===== src/rtl/qkv_feed_scheduler_if.sv =====
// rtl/qkv_feed_scheduler_if.sv - Q/K/V memory read ports and Q/K/V downstream streams
// master: scheduler side; slave: memories plus dot-product side.
interface qkv_feed_scheduler_if #(
  parameter int QA_W   = 3,
  parameter int KA_W   = 3,
  parameter int DATA_W = 32
);
  logic              q_rd_en;
  logic [QA_W-1:0]   q_rd_addr;
  logic [DATA_W-1:0] q_rd_data;
  logic              k_rd_en;
  logic [KA_W-1:0]   k_rd_addr;
  logic [DATA_W-1:0] k_rd_data;
  logic              v_rd_en;
  logic [KA_W-1:0]   v_rd_addr;
  logic [DATA_W-1:0] v_rd_data;

  logic              Q_vld_out;
  logic              Q_rdy_in;
  logic [DATA_W-1:0] q_out;
  logic              K_vld_out;
  logic              K_rdy_in;
  logic [DATA_W-1:0] k_out;
  logic              V_vld_out;
  logic              V_rdy_in;
  logic [DATA_W-1:0] v_out;

  modport master (
    output q_rd_en, q_rd_addr, k_rd_en, k_rd_addr, v_rd_en, v_rd_addr,
    input  q_rd_data, k_rd_data, v_rd_data,
    output Q_vld_out, q_out, K_vld_out, k_out, V_vld_out, v_out,
    input  Q_rdy_in, K_rdy_in, V_rdy_in
  );

  modport slave (
    input  q_rd_en, q_rd_addr, k_rd_en, k_rd_addr, v_rd_en, v_rd_addr,
    output q_rd_data, k_rd_data, v_rd_data,
    input  Q_vld_out, q_out, K_vld_out, k_out, V_vld_out, v_out,
    output Q_rdy_in, K_rdy_in, V_rdy_in
  );
endinterface


===== src/rtl/qkv_feed_scheduler.sv =====
// rtl/qkv_feed_scheduler.sv - Feeds one attention tile (Q row, then SEQ_LEN K/V pairs per row) to the dot product
// Optional QKV_SCHED_PERF_EN adds stall_cycles/bubble_cycles counters.
`ifndef MAX_SEQ_LENGTH
`define MAX_SEQ_LENGTH 8
`endif

module qkv_feed_scheduler #(
  parameter int SEQ_LEN = `MAX_SEQ_LENGTH,
  parameter int MAX_Q   = `MAX_SEQ_LENGTH,
  parameter int DATA_W  = 32,
  parameter int QA_W    = $clog2(MAX_Q),
  parameter int KA_W    = $clog2(SEQ_LEN)
) (
  input  logic                clk,
  input  logic                rst,
  input  logic                start,
  input  logic [QA_W:0]       num_q_rows,
  output logic                busy,
  output logic                done,
`ifdef QKV_SCHED_PERF_EN
  output logic [31:0]         stall_cycles,
  output logic [31:0]         bubble_cycles,
`endif
  qkv_feed_scheduler_if.master bus
);

  typedef enum logic [1:0] {IDLE, RUN, DONE} state_t;

  localparam logic [KA_W:0] SEQ_CNT  = (KA_W+1)'(SEQ_LEN);
  localparam logic [KA_W:0] SEQ_LAST = (KA_W+1)'(SEQ_LEN - 1);

  state_t state;
  state_t state_nxt;

  logic [QA_W:0]     num_q;
  logic [QA_W:0]     q_issue;
  logic [QA_W:0]     rows_done;
  logic [KA_W:0]     kv_issue;
  logic [KA_W:0]     v_accept;

  logic              q_inflight;
  logic              q_full;
  logic [DATA_W-1:0] q_buf;

  // K and V reads are always issued together, so one in-flight flag serves both FIFOs
  logic              kv_inflight;
  logic [DATA_W-1:0] k_mem [2];
  logic [DATA_W-1:0] v_mem [2];
  logic              k_wp, k_rp, v_wp, v_rp;
  logic [1:0]        k_cnt, v_cnt;

  logic              run;
  logic              start_tile;
  logic              q_fire, k_fire, v_fire;
  logic [2:0]        k_level, v_level;
  logic              q_issue_ok;
  logic              kv_issue_ok;
  logic              last_accept;

  assign run        = (state == RUN);
  assign start_tile = (state == IDLE) && start;
  assign q_fire     = q_full && bus.Q_rdy_in;
  assign k_fire     = (k_cnt != 2'd0) && bus.K_rdy_in;
  assign v_fire     = (v_cnt != 2'd0) && bus.V_rdy_in;

  // Credit the entry leaving this cycle so a full-rate stream keeps one pair in flight
  assign k_level = {1'b0, k_cnt} + {2'b0, kv_inflight} - {2'b0, k_fire};
  assign v_level = {1'b0, v_cnt} + {2'b0, kv_inflight} - {2'b0, v_fire};

  assign q_issue_ok = run && !q_full && !q_inflight && (q_issue < num_q) &&
                      ((q_issue == '0) || (kv_issue == SEQ_CNT));

  assign kv_issue_ok = run && (q_issue != '0) && (kv_issue < SEQ_CNT) &&
                       (k_level < 3'd2) && (v_level < 3'd2);

  assign last_accept = v_fire && (v_accept == SEQ_LAST) && (rows_done == num_q - 1'b1);

  always_ff @(posedge clk) begin
    if (rst) begin
      state <= IDLE;
    end else begin
      state <= state_nxt;
    end
  end

  always_comb begin
    state_nxt = state;
    case (state)
      IDLE: begin
        if (start) begin
          state_nxt = (num_q_rows == '0) ? DONE : RUN;
        end
      end
      RUN: begin
        if (last_accept) begin
          state_nxt = DONE;
        end
      end
      DONE:    state_nxt = IDLE;
      default: state_nxt = IDLE;
    endcase
  end

  always_comb begin
    busy          = (state != IDLE);
    done          = (state == DONE);
    bus.q_rd_en   = q_issue_ok;
    bus.q_rd_addr = q_issue[QA_W-1:0];
    bus.k_rd_en   = kv_issue_ok;
    bus.k_rd_addr = kv_issue[KA_W-1:0];
    bus.v_rd_en   = kv_issue_ok;
    bus.v_rd_addr = kv_issue[KA_W-1:0];
    bus.Q_vld_out = q_full;
    bus.q_out     = q_buf;
    bus.K_vld_out = (k_cnt != 2'd0);
    bus.k_out     = k_mem[k_rp];
    bus.V_vld_out = (v_cnt != 2'd0);
    bus.v_out     = v_mem[v_rp];
  end

  always_ff @(posedge clk) begin
    if (rst) begin
      num_q       <= '0;
      q_issue     <= '0;
      rows_done   <= '0;
      kv_issue    <= '0;
      v_accept    <= '0;
      q_inflight  <= 1'b0;
      q_full      <= 1'b0;
      q_buf       <= '0;
      kv_inflight <= 1'b0;
      k_mem[0]    <= '0;
      k_mem[1]    <= '0;
      v_mem[0]    <= '0;
      v_mem[1]    <= '0;
      k_wp        <= 1'b0;
      k_rp        <= 1'b0;
      v_wp        <= 1'b0;
      v_rp        <= 1'b0;
      k_cnt       <= 2'd0;
      v_cnt       <= 2'd0;
    end else if (start_tile) begin
      // Leftovers from a tile whose last V beat its Q/K are dropped here
      num_q       <= num_q_rows;
      q_issue     <= '0;
      rows_done   <= '0;
      kv_issue    <= '0;
      v_accept    <= '0;
      q_inflight  <= 1'b0;
      q_full      <= 1'b0;
      kv_inflight <= 1'b0;
      k_wp        <= 1'b0;
      k_rp        <= 1'b0;
      v_wp        <= 1'b0;
      v_rp        <= 1'b0;
      k_cnt       <= 2'd0;
      v_cnt       <= 2'd0;
    end else begin
      q_inflight  <= q_issue_ok;
      kv_inflight <= kv_issue_ok;

      if (q_issue_ok) begin
        q_issue  <= q_issue + 1'b1;
        kv_issue <= '0;
      end else if (kv_issue_ok) begin
        kv_issue <= kv_issue + 1'b1;
      end

      if (q_inflight) begin
        q_buf  <= bus.q_rd_data;
        q_full <= 1'b1;
      end else if (q_fire) begin
        q_full <= 1'b0;
      end

      if (kv_inflight) begin
        k_mem[k_wp] <= bus.k_rd_data;
        v_mem[v_wp] <= bus.v_rd_data;
        k_wp        <= ~k_wp;
        v_wp        <= ~v_wp;
      end
      if (k_fire) begin
        k_rp <= ~k_rp;
      end
      if (v_fire) begin
        v_rp <= ~v_rp;
      end
      k_cnt <= k_cnt + {1'b0, kv_inflight} - {1'b0, k_fire};
      v_cnt <= v_cnt + {1'b0, kv_inflight} - {1'b0, v_fire};

      if (run && v_fire) begin
        if (v_accept == SEQ_LAST) begin
          v_accept  <= '0;
          rows_done <= rows_done + 1'b1;
        end else begin
          v_accept <= v_accept + 1'b1;
        end
      end
    end
  end

`ifdef QKV_SCHED_PERF_EN
  always_ff @(posedge clk) begin
    if (rst || start_tile) begin
      stall_cycles  <= '0;
      bubble_cycles <= '0;
    end else if (run) begin
      if ((q_full && !bus.Q_rdy_in) ||
          ((k_cnt != 2'd0) && !bus.K_rdy_in) ||
          ((v_cnt != 2'd0) && !bus.V_rdy_in)) begin
        stall_cycles <= stall_cycles + 32'd1;
      end
      if ((k_cnt == 2'd0) && ((kv_issue < SEQ_CNT) || kv_inflight)) begin
        bubble_cycles <= bubble_cycles + 32'd1;
      end
    end
  end
`endif

endmodule


===== src/flat_wrapper.sv =====
// flat-port wrapper written by rule: the top's interface ports become plain ports
module qkv_feed_scheduler_flat 
#(
  parameter int SEQ_LEN = `MAX_SEQ_LENGTH,
  parameter int MAX_Q   = `MAX_SEQ_LENGTH,
  parameter int DATA_W  = 32,
  parameter int QA_W    = $clog2(MAX_Q),
  parameter int KA_W    = $clog2(SEQ_LEN)
)
  (clk, rst, start, num_q_rows, busy, done, bus_q_rd_en, bus_q_rd_addr, bus_k_rd_en, bus_k_rd_addr, bus_v_rd_en, bus_v_rd_addr, bus_q_rd_data, bus_k_rd_data, bus_v_rd_data, bus_Q_vld_out, bus_q_out, bus_K_vld_out, bus_k_out, bus_V_vld_out, bus_v_out, bus_Q_rdy_in, bus_K_rdy_in, bus_V_rdy_in);
  qkv_feed_scheduler_if #(.QA_W(QA_W), .KA_W(KA_W), .DATA_W(DATA_W)) bus_i ();
  input  logic clk;
  input  logic rst;
  input  logic start;
  input  logic [QA_W:0] num_q_rows;
  output logic busy;
  output logic done;
  output wire logic [$bits(bus_i.q_rd_en)-1:0] bus_q_rd_en;
  output wire logic [$bits(bus_i.q_rd_addr)-1:0] bus_q_rd_addr;
  output wire logic [$bits(bus_i.k_rd_en)-1:0] bus_k_rd_en;
  output wire logic [$bits(bus_i.k_rd_addr)-1:0] bus_k_rd_addr;
  output wire logic [$bits(bus_i.v_rd_en)-1:0] bus_v_rd_en;
  output wire logic [$bits(bus_i.v_rd_addr)-1:0] bus_v_rd_addr;
  input wire logic [$bits(bus_i.q_rd_data)-1:0] bus_q_rd_data;
  input wire logic [$bits(bus_i.k_rd_data)-1:0] bus_k_rd_data;
  input wire logic [$bits(bus_i.v_rd_data)-1:0] bus_v_rd_data;
  output wire logic [$bits(bus_i.Q_vld_out)-1:0] bus_Q_vld_out;
  output wire logic [$bits(bus_i.q_out)-1:0] bus_q_out;
  output wire logic [$bits(bus_i.K_vld_out)-1:0] bus_K_vld_out;
  output wire logic [$bits(bus_i.k_out)-1:0] bus_k_out;
  output wire logic [$bits(bus_i.V_vld_out)-1:0] bus_V_vld_out;
  output wire logic [$bits(bus_i.v_out)-1:0] bus_v_out;
  input wire logic [$bits(bus_i.Q_rdy_in)-1:0] bus_Q_rdy_in;
  input wire logic [$bits(bus_i.K_rdy_in)-1:0] bus_K_rdy_in;
  input wire logic [$bits(bus_i.V_rdy_in)-1:0] bus_V_rdy_in;
  assign bus_q_rd_en = bus_i.q_rd_en;
  assign bus_q_rd_addr = bus_i.q_rd_addr;
  assign bus_k_rd_en = bus_i.k_rd_en;
  assign bus_k_rd_addr = bus_i.k_rd_addr;
  assign bus_v_rd_en = bus_i.v_rd_en;
  assign bus_v_rd_addr = bus_i.v_rd_addr;
  assign bus_i.q_rd_data = bus_q_rd_data;
  assign bus_i.k_rd_data = bus_k_rd_data;
  assign bus_i.v_rd_data = bus_v_rd_data;
  assign bus_Q_vld_out = bus_i.Q_vld_out;
  assign bus_q_out = bus_i.q_out;
  assign bus_K_vld_out = bus_i.K_vld_out;
  assign bus_k_out = bus_i.k_out;
  assign bus_V_vld_out = bus_i.V_vld_out;
  assign bus_v_out = bus_i.v_out;
  assign bus_i.Q_rdy_in = bus_Q_rdy_in;
  assign bus_i.K_rdy_in = bus_K_rdy_in;
  assign bus_i.V_rdy_in = bus_V_rdy_in;
  qkv_feed_scheduler #(.SEQ_LEN(SEQ_LEN), .MAX_Q(MAX_Q), .DATA_W(DATA_W), .QA_W(QA_W), .KA_W(KA_W)) u_core (.clk(clk), .rst(rst), .start(start), .num_q_rows(num_q_rows), .busy(busy), .done(done), .bus(bus_i));
endmodule

===== config.mk =====
export PLATFORM = sky130hd
export DESIGN_NAME = qkv_feed_scheduler_flat
export DESIGN_NICKNAME = d
export VERILOG_FILES = /design/src/rtl/qkv_feed_scheduler_if.sv /design/src/rtl/qkv_feed_scheduler.sv /design/src/flat_wrapper.sv
export SDC_FILE = /design/constraint.sdc
export NUM_CORES = 1
export LEC_CHECK = 0
export CORE_ASPECT_RATIO = 1.4
export CORE_MARGIN = 5
export CORE_UTILIZATION = 35
export DETAILED_ROUTE_END_ITERATION = 8
export GPL_TIMING_DRIVEN = 1
export PLACE_DENSITY = 0.75
export SETUP_SLACK_MARGIN = 0.3
export SLEW_MARGIN = 20
export SYNTH_ARGS = -nofsm -noshare
export SYNTH_HDL_FRONTEND = slang
export SYNTH_SLANG_ARGS = --single-unit

===== constraint.sdc =====
create_clock -name clk -period 3 [get_ports clk]
set_input_delay 0.45 -clock clk [delete_from_list [all_inputs] [get_ports clk]]
set_output_delay 0.45 -clock clk [all_outputs]
set_load 0.01 [all_outputs]

Yosys cells after proc, flatten, opt, wreduce, memory -nomap -nowiden. Memory sizes are Yosys's and may differ from the RTL's. A register that Yosys moved wholly into a read port is not among the register bits. Index checks and enable logic that the tools add are counted. W data, S select, Z words.

ROM bits: 0. Output and inout bits: 113. Register bits: 65. Logic and storage cells: 103. Bits of input ports: 106. Memories kept: 2. Latch bits: 0. Memory bits (writable): 128.

Memory list: u_core.k_mem (words 2, bits a word 32, read ports 1, clocked after Yosys merged registers in 1, wr ports 2, RTL line qkv_feed_scheduler.sv:47) `logic [DATA_W-1:0] k_mem [2];`; u_core.v_mem (words 2, bits a word 32, read ports 1, clocked after Yosys merged registers in 1, wr ports 2, RTL line qkv_feed_scheduler.sv:48) `logic [DATA_W-1:0] v_mem [2];`.

Multiplexer cells: 23. Equality and inequality tests: 7. Order comparisons: 4. Div/mod/pow operators: 0. Reduce and logical (&&, ||, !) cells: 33. Multipliers: 0. Bitwise logic cells: 5. Shift operators: 0. $add $sub $neg: 13.

Operators with widths (count): $mux W32 (2); $reduce_or A32 Y1 (2); $add A4 B1 Y4 const B (4); $mux W1 (16); $logic_and A1 B1 Y1 (15); $logic_not A4 Y1 (2); $reduce_bool A2 Y1 (4); $add A2 B1 Y3 (2); $lt A3 B2 Y1 const B (2); $mux W2 (3); $reduce_and A2 Y1 (3); $sub A3 B1 Y3 (2); $not A1 Y1 (5); $add A2 B1 Y2 (2); $eq A4 B3 Y1 const B (1); $eq A4 B4 Y1 (1); $eq A4 B4 Y1 const B (1); $lt A4 B4 Y1 (1); $lt A4 B4 Y1 const B (1); $mux W4 (1); $ne A2 B2 Y1 const B (2); $pmux W2 S2 (1); $reduce_bool A4 Y1 (1); $sub A2 B1 Y2 (2); other kinds (8) (9).

Logic depth before layout (Yosys ltp). Gate-level depths: netlist of run 1.

Depth in word-level cells: 7. Mapped depth: 12. Gate-level depth less buffers: 11.

Worst setup path before layout of run 1. Ideal clock, no wire load.

Path kind: flip-flop to output port. From: register u_core.k_cnt[1]. To: output port bus_v_rd_en. Arrival: 2902 ps. Stages on the path, launching flop included: 12. Setup slack: -352 ps. Path buffers: 2. Cells stage by stage: dfxtp_1 -> or2_2 -> and2_1 -> ha_1 -> inv_1 -> ha_1 -> fa_1 -> or3_1 -> nor4_2 -> and2_1 -> buf_2 -> buf_4.

Cells in the longest elaborated chain, start to end: 6.

RTL lines: from (decl) (RTL line qkv_feed_scheduler.sv:50) `logic [1:0] k_cnt, v_cnt;`; from (signal assigned) (RTL line qkv_feed_scheduler.sv:188) `k_cnt <= k_cnt + {1'b0, kv_inflight} - {1'b0, k_fire};`; $reduce_bool A2 Y1; via bus_K_vld_out (RTL line flat_wrapper.sv:29) `output wire logic [$bits(bus_i.K_vld_out)-1:0] bus_K_vld_out;`; $logic_and A1 B1 Y1 (RTL line qkv_feed_scheduler.sv:63) `assign k_fire = (k_cnt != 2'd0) && bus.K_rdy_in;`; via u_core.k_fire (RTL line qkv_feed_scheduler.sv:54) `logic q_fire, k_fire, v_fire;`; $sub A3 B1 Y3 (RTL line qkv_feed_scheduler.sv:67) `assign k_level = {1'b0, k_cnt} + {2'b0, kv_inflight} - {2'b0, k_fire};`; via u_core.k_level[1] (RTL line qkv_feed_scheduler.sv:55) `logic [2:0] k_level, v_level;`; $lt A3 B2 Y1 (RTL line qkv_feed_scheduler.sv:74) `(k_level < 3'd2) && (v_level < 3'd2);`; $logic_and A1 B1 Y1 (RTL line qkv_feed_scheduler.sv:73) `assign kv_issue_ok = run && (q_issue != '0) && (kv_issue < SEQ_CNT) &&`; $logic_and A1 B1 Y1 (RTL line qkv_feed_scheduler.sv:74); to (decl) (RTL line flat_wrapper.sv:22) `output wire logic [$bits(bus_i.v_rd_en)-1:0] bus_v_rd_en;`.

The timed path passes the listed nets, and every way through them passes these cells.

Worst setup path after layout of run 1.
From: register u_core.k_cnt[0]. To: output port bus_v_rd_en.

Cells in the longest elaborated chain, start to end: 6.

RTL lines (RTL line): $reduce_bool A2 Y1 (qkv_feed_scheduler.sv:63); $logic_and A1 B1 Y1 (qkv_feed_scheduler.sv:63); via u_core.k_fire (qkv_feed_scheduler.sv:54); $sub A3 B1 Y3 (qkv_feed_scheduler.sv:67); via u_core.k_level[1] (qkv_feed_scheduler.sv:55); $lt A3 B2 Y1 (qkv_feed_scheduler.sv:74); $logic_and A1 B1 Y1 (qkv_feed_scheduler.sv:73); $logic_and A1 B1 Y1 (qkv_feed_scheduler.sv:74).

The timed path passes the listed nets, and every way through them passes these cells.

==> results of run 1 <==
## worst max-delay path, stage by stage (launching register included)
cell                      delay [ps]
sky130_fd_sc_hd__dfxtp_2         320
sky130_fd_sc_hd__or2_4           240
sky130_fd_sc_hd__and2_4          150
sky130_fd_sc_hd__ha_4            260
sky130_fd_sc_hd__inv_2            40
sky130_fd_sc_hd__ha_4            140
sky130_fd_sc_hd__fa_1            450
sky130_fd_sc_hd__or3_1           340
sky130_fd_sc_hd__nor4_2          140
sky130_fd_sc_hd__buf_4           150
sky130_fd_sc_hd__and2_4          150
sky130_fd_sc_hd__buf_6           100
## cell families after synthesis
logic type	Yosys count	synth area share, %
adder cells (fa/ha/maj)	15	2.419
AND/OR/NAND/NOR	278	17.67
buffers and inverters	62	3.270
flip-flops	195	61.89
XOR/XNOR	20	2.091
multiplexers	66	8.841
AO/OA/AOI/OAI	56	3.823
## metal layers
metal  vias to the layer above  routed length (um)  track usage (%)  part of all wire [%]
li1                       2780                   -                -                     -
met1                      2679                7260            15.66                    36
met2                       162               10870            26.66                    55
met3                        43                 964            3.874                   4.8
met4                         0                 839            7.718                   4.2
met5                         -                   0                0                     0
## sequential cells by signal, summed over array words and instances, names as in the netlist, 2 cells and up, named ones only
name	cells
u_core.q_issue	4
u_core.v_accept	4
u_core.num_q	4
u_core.k_cnt	2
u_core.v_mem	64
u_core.kv_issue	4
u_core.v_cnt	2
u_core.rows_done	4
u_core.state	2
u_core.bus.q_out	32
u_core.k_mem	64
## area by class of cell
class / instances / share of cell area (%)
flip-flops and latches: 195 / 44.88
multi-input cells: 435 / 25.78
repair buffers: 247 / 20.81
clock buffers: 23 / 3.962
well taps: 310 / 3.356
clock inverters: 9 / 0.7253
inverters: 15 / 0.4872
## metrics by stage
step / util, % / hold slack, ps / TNS, ps / worst slack (ps) / std cells
after floorplan: - / 435.3 / 0 / 55.75 / 692
after global placement: 45.90 / 440.6 / -1658 / -707.9 / 1196
after detailed placement: 45.92 / 445.3 / -2042 / -779.2 / 1196
after CTS: 48.44 / 455.3 / -753.6 / -377.4 / 1232
after global routing: 48.54 / 472.3 / -886.1 / -443.3 / 1234
final: 48.54 / 451.5 / -691.8 / -346.5 / 1234
## synth_stat cells, types with 2 or more instances
library cell,number
sky130_fd_sc_hd__buf_1,8
sky130_fd_sc_hd__inv_1,15
sky130_fd_sc_hd__nand3b_1,3
sky130_fd_sc_hd__dfxtp_1,67
sky130_fd_sc_hd__nand3_1,3
sky130_fd_sc_hd__a21oi_1,43
sky130_fd_sc_hd__clkbuf_1,26
sky130_fd_sc_hd__or3_1,4
sky130_fd_sc_hd__and3_1,3
sky130_fd_sc_hd__edfxtp_1,128
sky130_fd_sc_hd__buf_4,10
sky130_fd_sc_hd__nor2b_1,2
sky130_fd_sc_hd__xor2_1,9
sky130_fd_sc_hd__nand4_1,2
sky130_fd_sc_hd__nor3_1,3
sky130_fd_sc_hd__ha_1,13
sky130_fd_sc_hd__nor2_1,33
sky130_fd_sc_hd__nor4_1,2
sky130_fd_sc_hd__mux2_2,64
sky130_fd_sc_hd__nand2_1,74
sky130_fd_sc_hd__or2_2,7
sky130_fd_sc_hd__and2_1,134
sky130_fd_sc_hd__mux2i_1,2
sky130_fd_sc_hd__o21ai_0,4
sky130_fd_sc_hd__fa_1,2
sky130_fd_sc_hd__xnor2_1,11
sky130_fd_sc_hd__nand2b_1,4
sky130_fd_sc_hd__buf_2,3
## how the worst max path moves through the flow
stage | slack [ps] | cells after the start | start | endpoint
floorplan | 60 | 11 | u_core.k_cnt[0]$_SDFF_PP0_ | bus_v_rd_en
global placement | -710 | 11 | bus_K_rdy_in | bus_v_rd_en
detailed placement | -780 | 11 | bus_K_rdy_in | bus_v_rd_en
CTS | -380 | 11 | u_core.k_cnt[0]$_SDFF_PP0_ | bus_v_rd_en
global route | -440 | 11 | u_core.k_cnt[0]$_SDFF_PP0_ | bus_v_rd_en
finish | -350 | 11 | u_core.k_cnt[0]$_SDFF_PP0_ | bus_v_rd_en
## power breakdown
part,switching [mW],internal [mW]
sequential,0.0240,2.92
clock,0.973,1.16
combinational,0.192,0.268
total,1.19,4.36
## timing repair
| item | in CTS | in global routing |
|---|---|---|
| pin swaps | 1 | 2 |
| setup buffers | 4 | 2 |
| setup endpoints to repair | 6 | 7 |
| gates resized for setup | 17 | 3 |
==> flow_summary.rst, run 1 <==
.. list-table::
   :header-rows: 1

   * - Metric
     - Value
   * - Share of post-route cells with drive strength above 1
     - 15.69%
   * - Total area of multi-input combinational cells
     - 0.002979 mm^2
   * - HP Start
     - u_core.bus.q_out[19]$_SDFFE_PP0P_
   * - Post-detailed-route wirelength per cell
     - 16.15 um
   * - Number of instances in the synthesized netlist
     - 692
   * - Full die area
     - 0.02718 mm^2
   * - Post-DP HPWL
     - 13.81 mm
   * - Final-report hold violation count
     - 0
   * - Total detailed-routing wirelength
     - 19.93 mm
   * - Fmax achieved
     - 298.8 MHz
   * - Cell area reported after detailed placement
     - 0.01093 mm^2
   * - Warnings, synthesis
     - 0
   * - Post-synthesis sequential area ratio
     - 61.89%
   * - Hold buffer count at cts
     - 0
   * - Slack of the worst reg-to-reg path
     - 220 ps
   * - Slew headroom
     - 43.48%
   * - Number of global-route vias before repair
     - 5888
   * - Cell depth of the worst hold path
     - 2
   * - Signed area change from the synthesized netlist to the final layout
     - 37.95%
   * - Via count
     - 5664
   * - Fraction of the cycle the final worst path needs
     - 111.6%
   * - Worst flop-to-flop path endpoint
     - u_core.kv_issue[2]$_SDFFE_PP0P_
   * - Flip-flop and latch area
     - 0.005187 mm^2
   * - Run status
     - complete, but fails checks
   * - Yosys reg bits
     - 195
   * - Boundary pin count
     - 219
   * - Fraction of synthesized cell area taken by the top area cell type
     - 45.88%
   * - Req. time, crit path
     - 2550 ps
   * - Design Power
     - 5.546 mW
   * - Static leakage
     - 4.256 nW
   * - Violated checks
     - setup timing
   * - Number of placement rows
     - 67
   * - Height of the die
     - 193.1 um
   * - Count of buffers from port buffering
     - 218
   * - Maximum number of pins on one net before global-route repair
     - 40
   * - Category of the critical setup timing path
     - reg2out
   * - Post-synthesis net count
     - 813
   * - Slew at the pin closest to its max-slew limit
     - 847.8 ps
   * - Maximum fanout along the worst path
     - 3
   * - Cell count of the worst reg-to-reg path
     - 14
   * - Worst-Skew Late Latency
     - 430 ps
   * - Number of clock buffers inserted by TritonCTS
     - 17
   * - Average footprint of a synthesized cell
     - 12.11 um^2
   * - H-Tree Level Count
     - 4
   * - Final design area excluding fillers
     - 0.01156 mm^2
   * - Starting density of the core
     - 35.19%
   * - Detailed-routing iteration count for the pre-antenna-repair pass
     - 6
   * - Die width
     - 140.8 um
   * - Min cycle time layout
     - 3347 ps
   * - Category of the worst setup path capture point
     - output pin
   * - Number of antenna-violating nets in the routed design
     - 0
   * - Largest buffer count on any clock path
     - 2
   * - Number of fill cells in the layout
     - 2156
   * - CTS tree
     - done
   * - Power density cells
     - 479.9 mW/mm^2
   * - Antenna cells
     - 0
   * - Worst-case setup margin in the final layout
     - -346.5 ps
   * - Arrival time of data at the critical path endpoint
     - 2900 ps
   * - Top_reg_cell synth
     - sky130_fd_sc_hd__edfxtp_1
   * - Synth top area cells
     - sky130_fd_sc_hd__edfxtp_1 46%, sky130_fd_sc_hd__dfxtp_1 16%, sky130_fd_sc_hd__and2_1 10%
   * - RePlAce Congestion
     - 0.7448
   * - Post-synth ARST share
     - 0%
   * - Clock skew after layout
     - 11.01 ps
   * - Remaining global-route overflow
     - 0
   * - Most frequent standard cell in the layout excluding fill and tap cells
     - sky130_fd_sc_hd__clkdlybuf4s50_1
   * - Number of violations reported at the end of detailed-routing iteration 0
     - 176
   * - Number of remaining DRC errors
     - 0
   * - Number of max-slew violations in the final report
     - 0
   * - Worst Hold End
     - u_core.bus.q_out[19]$_SDFFE_PP0P_
   * - Crit path launch type
     - flop
   * - Worst R2R Start
     - u_core.k_cnt[0]$_SDFF_PP0_
   * - Placeable core region
     - 0.02381 mm^2
   * - Post-synth EDFFs
     - 128
   * - Number of distinct library cells after synthesis
     - 41
   * - Max rail drop VDD
     - 0.3762 mV
   * - Number of maximum-capacitance constraint violations
     - 0
   * - Tightest Hold Check Type
     - reg2reg
   * - Initial antenna violation count
     - 0
   * - Final Setup Violations
     - 2
   * - Ratio of routed vias to standard cells
     - 4.590
   * - Global-route wire length before repair
     - 31.04 mm
   * - CTS sink cnt
     - 195
   * - Unrepaired setup endpoints after global routing
     - true
   * - Root buffer selected by CTS
     - sky130_fd_sc_hd__clkbuf_16
   * - Biggest area consumer among synthesized cells
     - sky130_fd_sc_hd__edfxtp_1
   * - Post-layout net count
     - 1032
   * - Post-Synthesis Cell Area
     - 0.008378 mm^2
   * - Top library cells by usage in the layout, fill and taps aside
     - 215 x sky130_fd_sc_hd__clkdlybuf4s50_1, 132 x sky130_fd_sc_hd__and2_1, 128 x sky130_fd_sc_hd__edfxtp_1, 74 x sky130_fd_sc_hd__nand2_1, 65 x sky130_fd_sc_hd__dfxtp_1
   * - Overall Global Routing Usage
     - 14.71%
   * - Clock input transition at the sequential cells of the worst setup and hold paths
     - 70 ps
Power figures use the tool's default switching activity.
==> run 2, diff against run 1 <==
- CELL_PAD_IN_SITES_DETAIL_PLACEMENT: unset -> 2
- CELL_PAD_IN_SITES_GLOBAL_PLACEMENT: unset -> 2
- CORE_UTILIZATION: 35 -> 28
- CTS_CLUSTER_DIAMETER: unset -> 30
- GPL_TIMING_DRIVEN: 1 -> 0
- PLACE_DENSITY: 0.75 -> 0.87
==> run 2 against run 1 <==
Compared with the run above: the run still ends with setup timing left; critical endpoint unchanged; non-clock buffer count up 30; register-to-register slack worse by 300 ps; clock skew about the same; clock-buffer cell count down 4; sequential power about the same.
==> flow_summary.rst, run 2 (synthesis results as in run 1) <==
.. list-table::
   :header-rows: 1

   * - Metric
     - Value
   * - Ratio of routed vias to standard cells
     - 4.500 (-2.0%)
   * - Run status
     - complete, but fails checks
   * - Post-detailed-route wirelength per cell
     - 19.59 um (+21%)
   * - Final Setup Violations
     - 4 (+2)
   * - CTS tree
     - done
   * - Worst-Skew Late Latency
     - 450 ps (+20 ps)
   * - Global-route wire length before repair
     - 39.73 mm (+28%)
   * - Arrival time of data at the critical path endpoint
     - 3090 ps (+190 ps)
   * - HP Start
     - u_core.bus.q_out[15]$_SDFFE_PP0P_
   * - Number of clock buffers inserted by TritonCTS
     - 17 (unchanged)
   * - Number of maximum-capacitance constraint violations
     - 0 (unchanged)
   * - Starting density of the core
     - 28.16% (-7.0 points)
   * - Post-route worst hold slack
     - 459.0 ps (+7.456 ps)
   * - Number of max-slew violations in the final report
     - 0 (unchanged)
   * - Slack of the worst reg-to-reg path
     - -80 ps (-300 ps)
   * - Fmax achieved
     - 282.4 MHz (-5.5%)
   * - RePlAce Congestion
     - 0.7495 (+0.63%)
   * - Full die area
     - 0.03353 mm^2 (+23%)
   * - Overall Global Routing Usage
     - 15.76% (+1.0 points)
   * - Via count
     - 6053 (+6.9%)
   * - Req. time, crit path
     - 2550 ps (about the same)
   * - Top library cells by usage in the layout, fill and taps aside
     - 214 x sky130_fd_sc_hd__clkdlybuf4s50_1, 132 x sky130_fd_sc_hd__and2_1, 128 x sky130_fd_sc_hd__edfxtp_1, 74 x sky130_fd_sc_hd__nand2_1, 64 x sky130_fd_sc_hd__mux2_2
   * - H-Tree Level Count
     - 4 (unchanged)
   * - Post-DP HPWL
     - 19.17 mm (+39%)
   * - Crit path launch type
     - flop
   * - Worst R2R Start
     - u_core.k_cnt[0]$_SDFF_PP0_
   * - Max rail drop VDD
     - 0.3989 mV (+6.0%)
   * - Min cycle time layout
     - 3541 ps (+194.1 ps)
   * - Cell count of the worst reg-to-reg path
     - 15 (+1)
   * - Worst Hold End
     - u_core.bus.q_out[15]$_SDFFE_PP0P_
   * - Clock input transition at the sequential cells of the worst setup and hold paths
     - 70 ps (about the same)
   * - Detailed-routing iteration count for the pre-antenna-repair pass
     - 4 (-2)
   * - Tightest Hold Check Type
     - reg2reg
   * - CP peak stage delay
     - 480 ps (+30 ps)
   * - Slew at the pin closest to its max-slew limit
     - 670.2 ps (-177.6 ps)
   * - Number of antenna-violating nets in the routed design
     - 0 (unchanged)
   * - Clock skew after layout
     - 10.78 ps (-0.2301 ps)
   * - Worst-path cell chain
     - or2_4 -> and2_4 -> ha_4 -> inv_2 -> ha_4 -> fa_1 -> or3_4 -> nor4_4 -> and2_4 -> buf_6 -> buf_6 -> buf_6
   * - Maximum fanout along the worst path
     - 3 (unchanged)
   * - Number of violations reported at the end of detailed-routing iteration 0
     - 202 (+15%)
   * - Violated checks
     - setup timing
   * - Post-layout net count
     - 1062 (+2.9%)
   * - Remaining global-route overflow
     - 0 (unchanged)
   * - Power density cells
     - 500.2 mW/mm^2 (+4.2%)
   * - CP most frequent cell
     - sky130_fd_sc_hd__buf_6
   * - Number of placement rows
     - 75 (+12%)
   * - Category of the critical setup timing path
     - reg2out
   * - Boundary pin count
     - 219 (unchanged)
   * - Largest buffer count on any clock path
     - 2 (unchanged)
   * - Die width
     - 156.2 um (+11%)
   * - Total detailed-routing wirelength
     - 26.34 mm (+32%)
   * - Fraction of the cycle the final worst path needs
     - 118.0% (+6.5 points)
   * - Cell with the largest stage delay on the worst path
     - sky130_fd_sc_hd__fa_1
   * - Root buffer selected by CTS
     - sky130_fd_sc_hd__clkbuf_16
   * - Share of post-route cells with drive strength above 1
     - 17.09% (+1.4 points)
   * - Initial antenna violation count
     - 6 (+6)
   * - Most frequent standard cell in the layout excluding fill and tap cells
     - sky130_fd_sc_hd__clkdlybuf4s50_1
   * - Number of global-route vias before repair
     - 6960 (+18%)
   * - CTS sink cnt
     - 195 (unchanged)
   * - Worst-case setup margin in the final layout
     - -540.6 ps (-194.1 ps)
   * - Signed area change from the synthesized netlist to the final layout
     - 42.44%
   * - Final-report hold violation count
     - 0 (unchanged)
   * - Placeable core region
     - 0.02975 mm^2 (+25%)
   * - Count of buffers from port buffering
     - 217 (-0.46%)
   * - Unrepaired setup endpoints after global routing
     - true
   * - Worst flop-to-flop path endpoint
     - u_core.kv_issue[3]$_SDFFE_PP0P_
   * - Static leakage
     - 4.371 nW (+2.7%)
   * - Maximum number of pins on one net before global-route repair
     - 33 (-18%)
   * - Cell depth of the worst hold path
     - 2 (unchanged)
   * - Slew headroom
     - 55.32% (+12 points)
   * - Category of the worst setup path capture point
     - output pin
   * - Height of the die
     - 214.7 um (+11%)
   * - Number of remaining DRC errors
     - 0 (unchanged)
   * - Final core utilization
     - 40.12% (-8.4 points)
## run 2: final cells by class
class                   instances  area, um^2
repair buffers                230        2291
flip-flops and latches        195        5190
plain buffers                  47       249.0
well taps                     385       481.7
clock buffers                  19       432.9
fillers                      3043       17810
clock inverters                13       202.7
diodes                          6       15.01
multi-input cells             435        3015
inverters                      15       56.30
## run 2: metrics by stage
stage,TNS (ps),power [mW],setup WS (ps),area (um^2),std cells
floorplan,0,3.168,55.75,8408,692
global placement,-57690,3.457,-1081,11060,1294
detailed placement,-37190,3.483,-1156,11080,1295
CTS,-1479,6.050,-692.9,11860,1334
global route,-1552,6.200,-635.3,11930,1345
finish,-1146,5.970,-540.6,11930,1345
## run 2: worst max path at each step
stage | slack (ps) | cells after the start | from | to
after global routing | -640 | 12 | u_core.k_cnt[0]$_SDFF_PP0_ | bus_v_rd_en
final | -540 | 12 | u_core.k_cnt[0]$_SDFF_PP0_ | bus_v_rd_en
after floorplan | 60 | 11 | u_core.k_cnt[0]$_SDFF_PP0_ | bus_v_rd_en
after global placement | -1080 | 12 | bus_V_rdy_in | bus_v_rd_en
after CTS | -690 | 12 | u_core.k_cnt[0]$_SDFF_PP0_ | bus_v_rd_en
after detailed placement | -1160 | 12 | bus_V_rdy_in | bus_v_rd_en
## run 2: per-layer routing
metal  share of wire [%]  track usage (%)  wire (um)  vias to the layer above
li1                    -                -          -                     2844
met1                  34            14.51       9011                     3037
met2                  59            31.15      15480                      132
met3                 3.6            3.150        949                       40
met4                 3.4            8.770        903                        0
met5                   0                0          0                        -
## run 2: worst max-delay path: cells and delay by family, from the launching register on
| family | cells | cell delay [ps] |
|---|---|---|
| flip-flops | 1 | 320 |
| buffers and inverters | 4 | 300 |
| AND/OR/NAND/NOR | 5 | 1140 |
| adder cells (fa/ha/maj) | 3 | 880 |
## run 2: what timing repair did
item / 4_1_cts / 5_1_grt
gates cloned: 0 / 0
hold buffers: 0 / 0
endpoints found under the setup margin: 132 / 109
resized for setup: 40 / 10
buffers inserted: 7 / 5
pin swaps: 11 / 10
## run 2: power by group
group          switching [mW]  internal, mW
registers              0.0282          2.92
clock network            1.05          1.48
logic                   0.212         0.273
==> run 3, diff against run 2 <==
- HOLD_SLACK_MARGIN: unset -> 0.05
==> results of run 3 <==
Same layout as run 2: the final DEF is identical, and so are final timing and power.
